<file path="config.mk">
export PLATFORM = sky130hd
export DESIGN_NAME = game_timer_bank
export DESIGN_NICKNAME = d
export VERILOG_FILES = /design/src/rtl/game_timer_bank.sv
export SDC_FILE = /design/constraint.sdc
export NUM_CORES = 1
export LEC_CHECK = 0
export ABC_AREA = 1
export CAP_MARGIN = 20
export CORE_UTILIZATION = 45
export DETAILED_ROUTE_END_ITERATION = 10
export GPL_ROUTABILITY_DRIVEN = 0
export PLACE_DENSITY = 0.74
export SYNTH_ARGS = -nofsm -noshare
export SYNTH_HDL_FRONTEND = slang
export SYNTH_SLANG_ARGS = --single-unit
</file>
<file path="constraint.sdc">
create_clock -name clk_2K -period 7.6 [get_ports clk_2K]
set_input_delay 1.52 -clock clk_2K [delete_from_list [all_inputs] [get_ports clk_2K]]
set_output_delay 1.52 -clock clk_2K [all_outputs]
set_load 0.02 [all_outputs]
</file>
<file path="src/rtl/game_timer_bank.sv">
// Bank of NUM_CH independent up-counting timers clocked from the 2 kHz game clock.
// Each channel runs one-shot or periodic to a latched terminal value, with hold and clear.
`timescale 1ns/1ps

module game_timer_bank #(
  parameter int WIDTH  = 12,
  parameter int NUM_CH = 4
) (
  input  logic                    clk_2K,
  input  logic                    i_Reset,
  input  logic [NUM_CH-1:0]       i_Start,
  input  logic [NUM_CH-1:0]       i_Clear,
  input  logic [NUM_CH-1:0]       i_Hold,
  input  logic [NUM_CH-1:0]       i_Periodic,
  input  logic [NUM_CH*WIDTH-1:0] i_Limit,
  output logic [NUM_CH*WIDTH-1:0] o_Count,
  output logic [NUM_CH-1:0]       o_Tick,
  output logic [NUM_CH-1:0]       o_Done,
  output logic [NUM_CH-1:0]       o_Busy
);

  typedef enum logic [1:0] {
    IDLE = 2'd0,
    RUN  = 2'd1,
    DONE = 2'd2
  } state_e;

  state_e           state_q    [NUM_CH];
  state_e           state_d    [NUM_CH];
  logic [WIDTH-1:0] count_q    [NUM_CH];
  logic [WIDTH-1:0] count_d    [NUM_CH];
  logic [WIDTH-1:0] limit_q    [NUM_CH];
  logic [WIDTH-1:0] limit_d    [NUM_CH];
  logic [NUM_CH-1:0] periodic_q, periodic_d;
  logic [NUM_CH-1:0] tick_q, tick_d;

  // A channel advances only when running, unheld and not overridden by clear/start.
  logic [NUM_CH-1:0] advance;
  logic [NUM_CH-1:0] at_limit;

  always_comb begin
    for (int k = 0; k < NUM_CH; k++) begin
      at_limit[k] = (count_q[k] == limit_q[k]);
      advance[k]  = (state_q[k] == RUN) && !i_Hold[k] && !i_Clear[k] && !i_Start[k];
    end
  end

  // State register. The latched limits and modes are reset too, so a fresh bank reads all zero.
  always_ff @(posedge clk_2K or posedge i_Reset) begin
    if (i_Reset) begin
      for (int k = 0; k < NUM_CH; k++) begin
        state_q[k] <= IDLE;
        count_q[k] <= '0;
        limit_q[k] <= '0;
      end
      periodic_q <= '0;
      tick_q     <= '0;
    end else begin
      // NOTE: non-blocking assignments here so every flop samples the pre-edge value of its peers.
      for (int k = 0; k < NUM_CH; k++) begin
        state_q[k] <= state_d[k];
        count_q[k] <= count_d[k];
        limit_q[k] <= limit_d[k];
      end
      periodic_q <= periodic_d;
      tick_q     <= tick_d;
    end
  end

  // Next-state logic: clear beats start, start beats the terminal event.
  always_comb begin
    for (int k = 0; k < NUM_CH; k++) begin
      // NOTE: default every comb output first; a missing branch would otherwise infer a latch.
      state_d[k] = state_q[k];
      if (i_Clear[k]) begin
        state_d[k] = IDLE;
      end else if (i_Start[k]) begin
        state_d[k] = RUN;
      end else if (advance[k] && at_limit[k] && !periodic_q[k]) begin
        state_d[k] = DONE;
      end
    end
  end

  // Datapath: count, latched limit/mode and the registered terminal tick.
  always_comb begin
    for (int k = 0; k < NUM_CH; k++) begin
      count_d[k]    = count_q[k];
      limit_d[k]    = limit_q[k];
      periodic_d[k] = periodic_q[k];
      tick_d[k]     = 1'b0;
      if (i_Clear[k]) begin
        count_d[k] = '0;
      end else if (i_Start[k]) begin
        count_d[k]    = '0;
        limit_d[k]    = i_Limit[k*WIDTH +: WIDTH];
        periodic_d[k] = i_Periodic[k];
      end else if (advance[k]) begin
        if (at_limit[k]) begin
          tick_d[k] = 1'b1;
          // One-shot holds at the limit; periodic wraps back to zero.
          if (periodic_q[k]) count_d[k] = '0;
        end else begin
          count_d[k] = count_q[k] + WIDTH'(1);
        end
      end
    end
  end

  // Outputs come straight from flops.
  always_comb begin
    for (int k = 0; k < NUM_CH; k++) begin
      o_Count[k*WIDTH +: WIDTH] = count_q[k];
      o_Busy[k]                 = (state_q[k] == RUN);
      o_Done[k]                 = (state_q[k] == DONE);
    end
    o_Tick = tick_q;
  end

endmodule
</file>
# Word-level counts from Yosys, hierarchy flattened
# Cells that the tools add are included.
# word_totals
regBits,112
inputBits,66
out_inout_bits,60
elab_cells,141
# op_classes
add_sub_neg,4
n_eq_ne,16
mux,48
bitwise,4
reduce_logical,52
# op_table
cell,n
12-bit two-way mux,20
12-bit by 1-bit adder with 12-bit output (second input constant),4
12-bit equality test,4
2-bit two-way mux,12
3-bit nonzero test,8
1-bit logical AND,20
1-bit zero test,16
1-bit two-way mux,16
4-bit != test (second input constant),4
2-bit AND reduction,8
2-bit by 1-bit equality test with 1-bit output (second input constant),4
2-bit equality test (second input constant),4
1-bit inverter,4

# Logic depth before layout (Yosys ltp)
# Gate-level depths: netlist of the first run.
# logic_depth
ltp_word,9
mapped_depth,13
mapped_depth_nobuf,11

# Worst setup path after synthesis of the first run
# OpenSTA, ideal clock, no wires.
# synth_timing
path_kind,input to register
startpoint,in i_Clear[3]
endpoint,reg count_q (netlist bit o_Count[44])
arrival_ps,2499
t_required_ps,7534
path_slack_ps,5035
cell_stages,8
path_buffers,1
path_cell_list,nor2_1 inv_1 nor2_1 nand2_1 inv_1 buf_2 o2111ai_1 nand2_1
# synth_between
elab_chain_cells,5
elab_cells_between_ends,7
cone_classes,1 x eq/ne; 1 x mux; 5 x reduce/logical
# synth_rtl
item,line,source
start: declaration,12,"input logic [NUM_CH-1:0] i_Clear,"
1-bit zero test,44,advance[k] = (state_q[k] == RUN) && !i_Hold[k] && !i_Clear[k] && !i_Start[k];
1-bit logical AND (2 in a row),44,
3-bit nonzero test (no source line),-,
2-bit AND reduction (no source line),-,
end signal: indexed assignment,62,count_q[k] <= count_d[k];
end: declaration,30,logic [WIDTH-1:0] count_q [NUM_CH];
# Several ways; a longest one is shown, not always the timed one.
# A chain may end at the register's enable or synchronous reset.

# Worst setup path after layout of the first run
# layout_timing
startpoint,in i_Clear[3]
endpoint,reg count_q (netlist bit o_Count[41])
# Same word-level chain as after synthesis.

==> run_results.csv, run 1 <==
group,metric,value,unit
finish,final_cell_mix,"nand2_1 (254), clkdlybuf4s50_1 (125), inv_1 (115), dfrtp_1 (112), nor2_1 (100)",
synth,yosys_most_used_dff,"dfrtp_1",
worst_setup_path,worstPathMaxFanout,16,
synth,syn_area,6332,um2
detailed_routing,post-route-drc-count,0,
global_route,grt_max_degree,60,
floorplan,die_area,14550,um2
sta,rsz0062_at_grt,"false",
sta,maxSlewHeadroom,34.80,%
floorplan,start_util,46.89,%
detailed_routing,detail-route-antenna-nets,0,
detailed_routing,routed_via_density,4.894,
clock_network,htree_levels,3,
detailed_routing,drt-total-wl,14200,um
floorplan,core-area,13510,um2
min_path,hold_path.class,"reg -> reg",
worst_setup_path,crit_chain,"clkdlybuf4s50_1 > nor2_1 > inv_1 > nor2_1 > nand2_1 > inv_1 > nand2_2 > nand3_1 > nand2_1",
sta,finalSetupViolations,0,
detailed_routing,vias,5652,
sta,setup_tns,0,ns
global_route,grt_pass1_vias,5238,
clock_network,ctsResizeCount,0,
power,vdd_ir_drop_max,0.0001475,V
sta,fin_skew,0.005392,ns
clock_network,cts_buffer_depth,2,
clock_network,root_buffer,"clkbuf_16",
placed_design,hpwl,10170,um
power,p_leak,3.940,nW
detailed_routing,wl_per_cell,12.29,um
floorplan,floorplan.io_pins,126,
sta,hold_violations,0,
worst_setup_path,crit_slowest_cell,"nor2_1",
placed_design,port-buffer-count,125,
clock_network,cts_made_buffers,9,
finish,final_area,7975,um2
detailed_routing,drt-initial-drc-count,381,
finish,seq_area,2803,um2
synth,synth_edf_count,0,
floorplan,rows,42,
synth,yosysTopAreaCell,"dfrtp_1",
sta,slew_violations,0,
synth,yosysSeqAreaShare,44.26,%
finish,layout_commonest_cell,"nand2_1",
power,p_per_area,166.9,nW/um2
flow_run,maxCapViolations,0,
sta,min_period,3.542,ns
floorplan,die_w,120.6,um
clock_network,path_clk_slew,0.07,ns
finish,nets,1044,
synth,postSynthAreaPerCell,7.346,um2
worst_setup_path,slowest_delay,0.76,ns
global_route,antenna_found_initial,0,
run_status,status,"completed",
finish,num_antenna_cells,0,
worst_setup_path,arrival,3.78,ns
worst_setup_path,crit_type,"in -> reg",
clock_network,cts_hold_buffers,0,
global_route,grt-ovfl-total,0,
synth,synth_cells,862,
synth,yosysTopAreaCellShare,44.26,%
clock_network,cts.sinks,112,
sta,post-route-period-util,46.60,%
synth,ys_ff_latch,112,
synth,synth_fp_nets,932,
worst_setup_path,critPathCaptureType,"flip-flop",
global_route,grt_pass1_wl,24030,um
detailed_routing,drt_pass1_iterations,4,
finish,syn2layout_area_growth,25.94,%
worst_setup_path,critPathLaunchType,"primary input",
global_route,grt_use_total,20.73,%
synth,async_reset_ff_share,100.0,%
synth,yosys-top-cells-area,"dfrtp_1 (44%), nand2_1 (15%), nand3_1 (7.7%)",
clock_network,cts_tree,"done",
clock_network,post_cts_buffers,0,
synth,ys_warn_count,0,
placed_design,placed_cell_area,7675,um2
finish,multiInputGateArea,2937,um2
finish,drive_gt1_share,5.822,%
worst_setup_path,cp_data_required_time,7.84,ns
sta,timing.fmax,282.3,MHz
synth,synth.distinct_cells,36,
clock_network,clkLatencyLatePin,0.36,ns
sta,tightest_slew,0.9744,ns
finish,fillCellCount,1253,
floorplan,die_y,120.6,um
==> sequential cells by signal (all words and copies together), names as in the netlist <==
signal and count:
periodic_q 4, o_Count 48, state_q 8, o_Tick 4, limit_q 48
==> final timing paths <==
kind / startpoint / slack (ns) / to / depth (start not counted)
max in group asynchronous: i_Reset / 4.74 / o_Count[38] / 3
hold / removal: limit_q[23] / 0.53 / limit_q[23] / 1
hold reg to reg: limit_q[23] / 0.53 / limit_q[23] / 1
min in group asynchronous: i_Reset / 1.61 / limit_q[30] / 2
setup / recovery: i_Clear[3] / 4.06 / o_Count[41] / 9
setup reg to reg: o_Count[40] / 5.79 / o_Count[36] / 11
==> synthesized netlist by cell type, types with 4 or more instances <==
cell,n
nand4_1,19
or2_2,4
clkbuf_1,5
buf_6,4
nor2_2,5
ha_1,4
nor3_1,6
buf_1,6
nand2_1,254
nand3_1,98
buf_2,8
mux2_2,17
a21oi_1,38
inv_2,5
o21ai_0,10
inv_1,116
xor2_1,11
xnor2_1,18
nor2_1,100
dfrtp_1,112
==> stage by stage <==
step	util (%)	total power (W)	hold slack (ns)	std cells	setup WS (ns)
after global routing	59.05	0.001396	0.5390	1155	3.782
after global placement	56.83	0.0008538	0.5100	1139	3.755
after floorplan	-	0.0007895	0.4897	862	3.121
final	59.05	0.001331	0.5266	1155	4.058
after CTS	59.05	0.001349	0.5322	1155	4.101
after detailed placement	56.83	0.0008599	0.5155	1139	3.707
==> layer usage <==
layer  wire length (um)  up-vias  global-route usage [%]
li1                   -     2922                       -
met1               6712     2611                   25.89
met2               6773      104                   35.45
met3                514       15                   4.292
met4                198        0                   7.253
met5                  0        -                       0
==> report_power, final <==
part | switching (W) | internal (W)
clock | 0.000212 | 0.000273
combinational | 0.0000959 | 0.0000876
sequential | 0.0000264 | 0.000636
total | 0.000334 | 0.000997
==> worst max-delay path, delay by kind of cell <==
kind | cells | cell delay [ns]
simple gates | 6 | 1.38
buf+inv | 3 | 0.86
==> area by class of cell <==
| type | instances | area share, % |
|---|---|---|
| Tap cell | 176 | 2.761 |
| Clock buffer | 13 | 3.263 |
| Inverter | 121 | 5.726 |
| Timing Repair Buffer | 126 | 15.78 |
| Multi-Input combinational cell | 604 | 36.82 |
| Sequential cell | 112 | 35.14 |
| Clock inverter | 3 | 0.5020 |
==> cell families after synthesis <==
group,synth area share (%)
mux,3.023
buf+inv,9.366
compound gates,4.802
xor+xnor,4.011
flops,44.26
simple gates,33.75
fa+ha+maj,0.7904
(Power assumes the default switching activity.)
==> inputs of run 2 (changes only) <==
clock period = 3.3 ns   (was 7.6 ns; I/O delays follow)
==> run_results.csv, run 2 (synthesis results as in run 1) <==
group,metric,value,unit
run_status,status,"completed",
worst_setup_path,critPathCaptureType,"flip-flop",
finish,nets,1050,
worst_setup_path,crit_type,"in -> reg",
floorplan,core-area,13510,um2
floorplan,floorplan.io_pins,126,
clock_network,htree_levels,3,
finish,syn2layout_area_growth,27.31,%
placed_design,port-buffer-count,125,
sta,rsz0062_at_grt,"false",
clock_network,ctsResizeCount,0,
floorplan,die_w,120.6,um
clock_network,path_clk_slew,0.07,ns
power,p_per_area,391.5,nW/um2
sta,post-route-period-util,68.17,%
power,vdd_ir_drop_max,0.0002882,V
global_route,grt-ovfl-total,0,
detailed_routing,wl_per_cell,12.25,um
sta,slew_violations,0,
sta,worst_hold_slack,0.5281,ns
detailed_routing,detail-route-antenna-nets,0,
power,p_leak,3.975,nW
sta,fin_skew,0.007176,ns
sta,maxSlewHeadroom,51.05,%
clock_network,cts_buffer_depth,2,
detailed_routing,vias,5679,
worst_setup_path,r2r_slack,1.49,ns
global_route,grt_pass1_wl,24160,um
detailed_routing,drt_pass1_iterations,4,
worst_setup_path,crit_slowest_cell,"nor4_4",
worst_setup_path,worstPathMaxFanout,15,
clock_network,cts_tree,"done",
detailed_routing,drt-initial-drc-count,433,
floorplan,die_y,120.6,um
floorplan,die_area,14550,um2
worst_setup_path,critPathLaunchType,"primary input",
floorplan,start_util,46.89,%
sta,hold_violations,0,
clock_network,root_buffer,"clkbuf_16",
finish,num_antenna_cells,0,
worst_setup_path,crit_chain,"clkdlybuf4s50_1 > nor2_2 > buf_4 > inv_1 > nor4_4 > nand2_4 > inv_1 > nand2_1 > nand2_1",
worst_setup_path,arrival,2.55,ns
detailed_routing,routed_via_density,4.891,
finish,layout_commonest_cell,"nand2_1",
clock_network,cts_hold_buffers,0,
sta,finalSetupViolations,0,
clock_network,cts_made_buffers,9,
global_route,antenna_found_initial,0,
sta,tightest_slew,0.7288,ns
sta,min_period,2.250,ns
floorplan,rows,42,
sta,timing.fmax,444.5,MHz
sta,setup_tns,0,ns
placed_design,hpwl,10270,um
clock_network,clkLatencyLatePin,0.36,ns
clock_network,cts.sinks,112,
min_path,hold_path.class,"reg -> reg",
worst_setup_path,crit_buf_inv,4,
finish,final_cell_mix,"nand2_1 (254), clkdlybuf4s50_1 (125), inv_1 (115), dfrtp_1 (112), nor2_1 (100)",
finish,drive_gt1_share,6.599,%
worst_setup_path,slowest_delay,0.56,ns
global_route,grt_pass1_vias,5247,
global_route,grt_use_total,20.79,%
worst_setup_path,critPathTopFamily,"simple AND/OR/NAND/NOR gates",
flow_run,maxCapViolations,0,
clock_network,post_cts_buffers,0,
detailed_routing,post-route-drc-count,0,
detailed_routing,drt-total-wl,14230,um
worst_setup_path,cp_data_required_time,3.60,ns
global_route,grt_max_degree,113,
## run 2: layout make-up
class	count	area [um2]
Sequential cell	112	2803
Timing Repair Buffer	132	1316
Multi-Input combinational cell	604	2937
Clock buffer	9	225.2
Tap cell	176	220.2
Clock inverter	7	102.6
Fill cell	1242	5444
Inverter	121	457.9
## run 2: path summary, 6_finish.rpt
| path | start | cells past startpoint | end |
|---|---|---|---|
| setup / recovery | i_Start[0] | 9 | o_Count[10] |
| hold / removal | limit_q[22] | 1 | limit_q[22] |
| setup reg to reg | o_Count[36] | 10 | o_Count[36] |
| hold reg to reg | limit_q[22] | 1 | limit_q[22] |
| max in group asynchronous | i_Reset | 3 | o_Count[31] |
| min in group asynchronous | i_Reset | 3 | limit_q[27] |
## run 2: where the power goes
group	total, W	internal, W	switching [W]
Combinational	0.000432	0.000208	0.000224
Clock	0.00120	0.000674	0.000525
Sequential	0.00153	0.00146	0.0000624
## run 2: metrics by stage
stage	setup WS (ns)	utilization, %	std cells	instance area, um2	power (W)
finish	1.050	59.69	1161	8061	0.003156
floorplan	1.283	-	862	6336	0.001819
detailed placement	0.7009	57.26	1145	7734	0.001989
global placement	0.7561	57.26	1145	7734	0.001977
global route	0.8886	59.69	1161	8061	0.003307
CTS	1.057	59.69	1161	8061	0.003195
## run 2: layer usage
| metal | vias up | part of all wire, % | track usage, % |
|---|---|---|---|
| li1 | 2941 | - | - |
| met1 | 2593 | 45 | 26.24 |
| met2 | 131 | 48 | 35.09 |
| met3 | 14 | 5.1 | 4.953 |
| met4 | 0 | 1.3 | 6.481 |
| met5 | - | 0 | 0 |
==> inputs of run 3 (changes only) <==
PLACE_DENSITY = 0.77   (was 0.74)
clock period = 1.8 ns   (was 3.3 ns; I/O delays follow)
==> run_results.csv, run 3 (synthesis results as in run 1) <==
group,metric,value,unit
worst_setup_path,critPathTopFamily,"buffers and inverters",
sta,setup_tns,0,ns
worst_setup_path,critPathCaptureType,"primary output",
finish,num_antenna_cells,0,
floorplan,rows,42,
floorplan,die_area,14550,um2
detailed_routing,post-route-drc-count,0,
power,p_per_area,682.9,nW/um2
floorplan,start_util,46.89,%
sta,post-route-period-util,95.72,%
sta,min_period,1.723,ns
finish,syn2layout_area_growth,29.97,%
worst_setup_path,reg2reg_from,"o_Count[1]",
global_route,grt_pass1_vias,5481,
run_status,status,"completed",
power,vdd_ir_drop_max,0.0005566,V
sta,timing.fmax,580.4,MHz
detailed_routing,drt_pass1_iterations,5,
worst_setup_path,r2r_cells,9,
finish,final_cell_mix,"nand2_1 (254), inv_1 (115), dfrtp_1 (106), nor2_1 (100), nand3_1 (98)",
min_path,hold_path.class,"in -> async",
floorplan,die_w,120.6,um
clock_network,path_clk_slew,0.07,ns
clock_network,cts.sinks,112,
placed_design,port-buffer-count,125,
detailed_routing,vias,5896,
flow_run,maxCapViolations,0,
sta,slew_violations,0,
worst_setup_path,cp_data_required_time,1.44,ns
sta,tightest_slew,0.3997,ns
finish,layout_commonest_cell,"nand2_1",
finish,fillCellCount,1218,
clock_network,post_cts_buffers,0,
detailed_routing,wl_per_cell,12.30,um
clock_network,clkLatencyLatePin,0.35,ns
clock_network,htree_levels,3,
worst_setup_path,crit_type,"reg -> out",
finish,drive_gt1_share,9.217,%
sta,hold_violations,0,
worst_setup_path,crit_slowest_cell,"clkdlybuf4s50_1",
sta,rsz0062_at_grt,"false",
worst_setup_path,crit_chain,"clkdlybuf4s50_1",
detailed_routing,detail-route-antenna-nets,0,
clock_network,cts_buffer_depth,2,
power,p_leak,4.462,nW
detailed_routing,drt-total-wl,14570,um
worst_setup_path,r2r-end,"o_Count[10]",
sta,maxSlewHeadroom,73.29,%
worst_setup_path,arrival,1.36,ns
floorplan,core-area,13510,um2
floorplan,die_y,120.6,um
finish,fin_util,60.94,%
placed_design,hpwl,10480,um
global_route,grt_pass1_wl,24860,um
finish,instances_no_fill,1185,
worst_setup_path,endpoint,"o_Count[16]",
global_route,antenna_found_initial,0,
detailed_routing,routed_via_density,4.976,
worst_setup_path,critPathLaunchType,"flip-flop",
clock_network,cts_hold_buffers,0,
sta,finalSetupViolations,0,
clock_network,root_buffer,"clkbuf_16",
worst_setup_path,r2r_slack,0.17,ns
placed_design,place_inst,1170,
worst_setup_path,slowest_delay,0.62,ns
finish,nets,1075,
floorplan,floorplan.io_pins,126,
worst_setup_path,crit_buf_inv,1,
sta,fin_skew,0.008172,ns
worst_setup_path,worstPathMaxFanout,4,
global_route,grt_use_total,21.20,%
worst_setup_path,critPathLaunch,"o_Count[16]",
clock_network,cts_made_buffers,9,
worst_setup_path,cp.depth,1,
global_route,grt-ovfl-total,0,
detailed_routing,drt-initial-drc-count,424,
global_route,grt_max_degree,66,
clock_network,cts_tree,"done",
-- run 3: changes by cell type in the layout (fill, tap and decap cells not counted), moves of 3 or more --
cell             previous run  this run
buf_4                       6        28
dlygate4sd2_1               0        46
dlymetal6s2s_1              0         9
clkdlybuf4s50_1           125        70
dfrtp_1                   112       106
dfrtp_2                     0         6
buf_12                      1         4
-- run 3: timing repair --
action	in CTS	in global routing
pin swaps	0	0
setup endpoints to repair	46	32
gates resized for setup	46	17
gates cloned	0	0
-- run 3: per-stage QoR --
step | area [um2] | power (W) | hold slack, ns | setup WS [ns]
floorplan | 6336 | 0.003334 | 0.4897 | 0.08255
global placement | 7959 | 0.003654 | 0.5099 | 0.004998
detailed placement | 7959 | 0.003679 | 0.5152 | -0.03859
CTS | 8190 | 0.005689 | 0.4670 | 0.002887
global route | 8230 | 0.005920 | 0.4942 | 0.003123
finish | 8230 | 0.005620 | 0.4664 | 0.07705
-- run 3: per-layer routing --
metal	vias to the layer above	track usage [%]	wire length, um
li1	3000	-	-
met1	2730	27.63	6597
met2	154	35.34	7110
met3	12	5.425	735
met4	0	4.707	129
met5	-	0	0
-- run 3: worst min-delay path by stage --
stage / endpoint / slack, ns
5_1_grt: limit_q[27] / 0.49
4_1_cts: limit_q[27] / 0.47
3_3_place_gp: state_q[0] / 0.51
6_report: limit_q[27] / 0.47
2_1_floorplan: state_q[0] / 0.49
3_5_place_dp: limit_q[20] / 0.52
-- run 3: power by group --
group / switching (W) / internal [W] / total [W]
Sequential: 0.000111 / 0.00269 / 0.00280
Combinational: 0.000418 / 0.000399 / 0.000817
Clock: 0.000897 / 0.00111 / 0.00201
-- run 3: layout make-up --
class | count | area, um2 | area share [%]
Tap cell | 176 | 220.2 | 2.676
Clock buffer | 12 | 246.5 | 2.995
Inverter | 121 | 457.9 | 5.564
Clock inverter | 3 | 42.54 | 0.5169
Sequential cell | 112 | 2810 | 34.14
Multi-Input combinational cell | 604 | 2947 | 35.80
Timing Repair Buffer | 157 | 1506 | 18.30
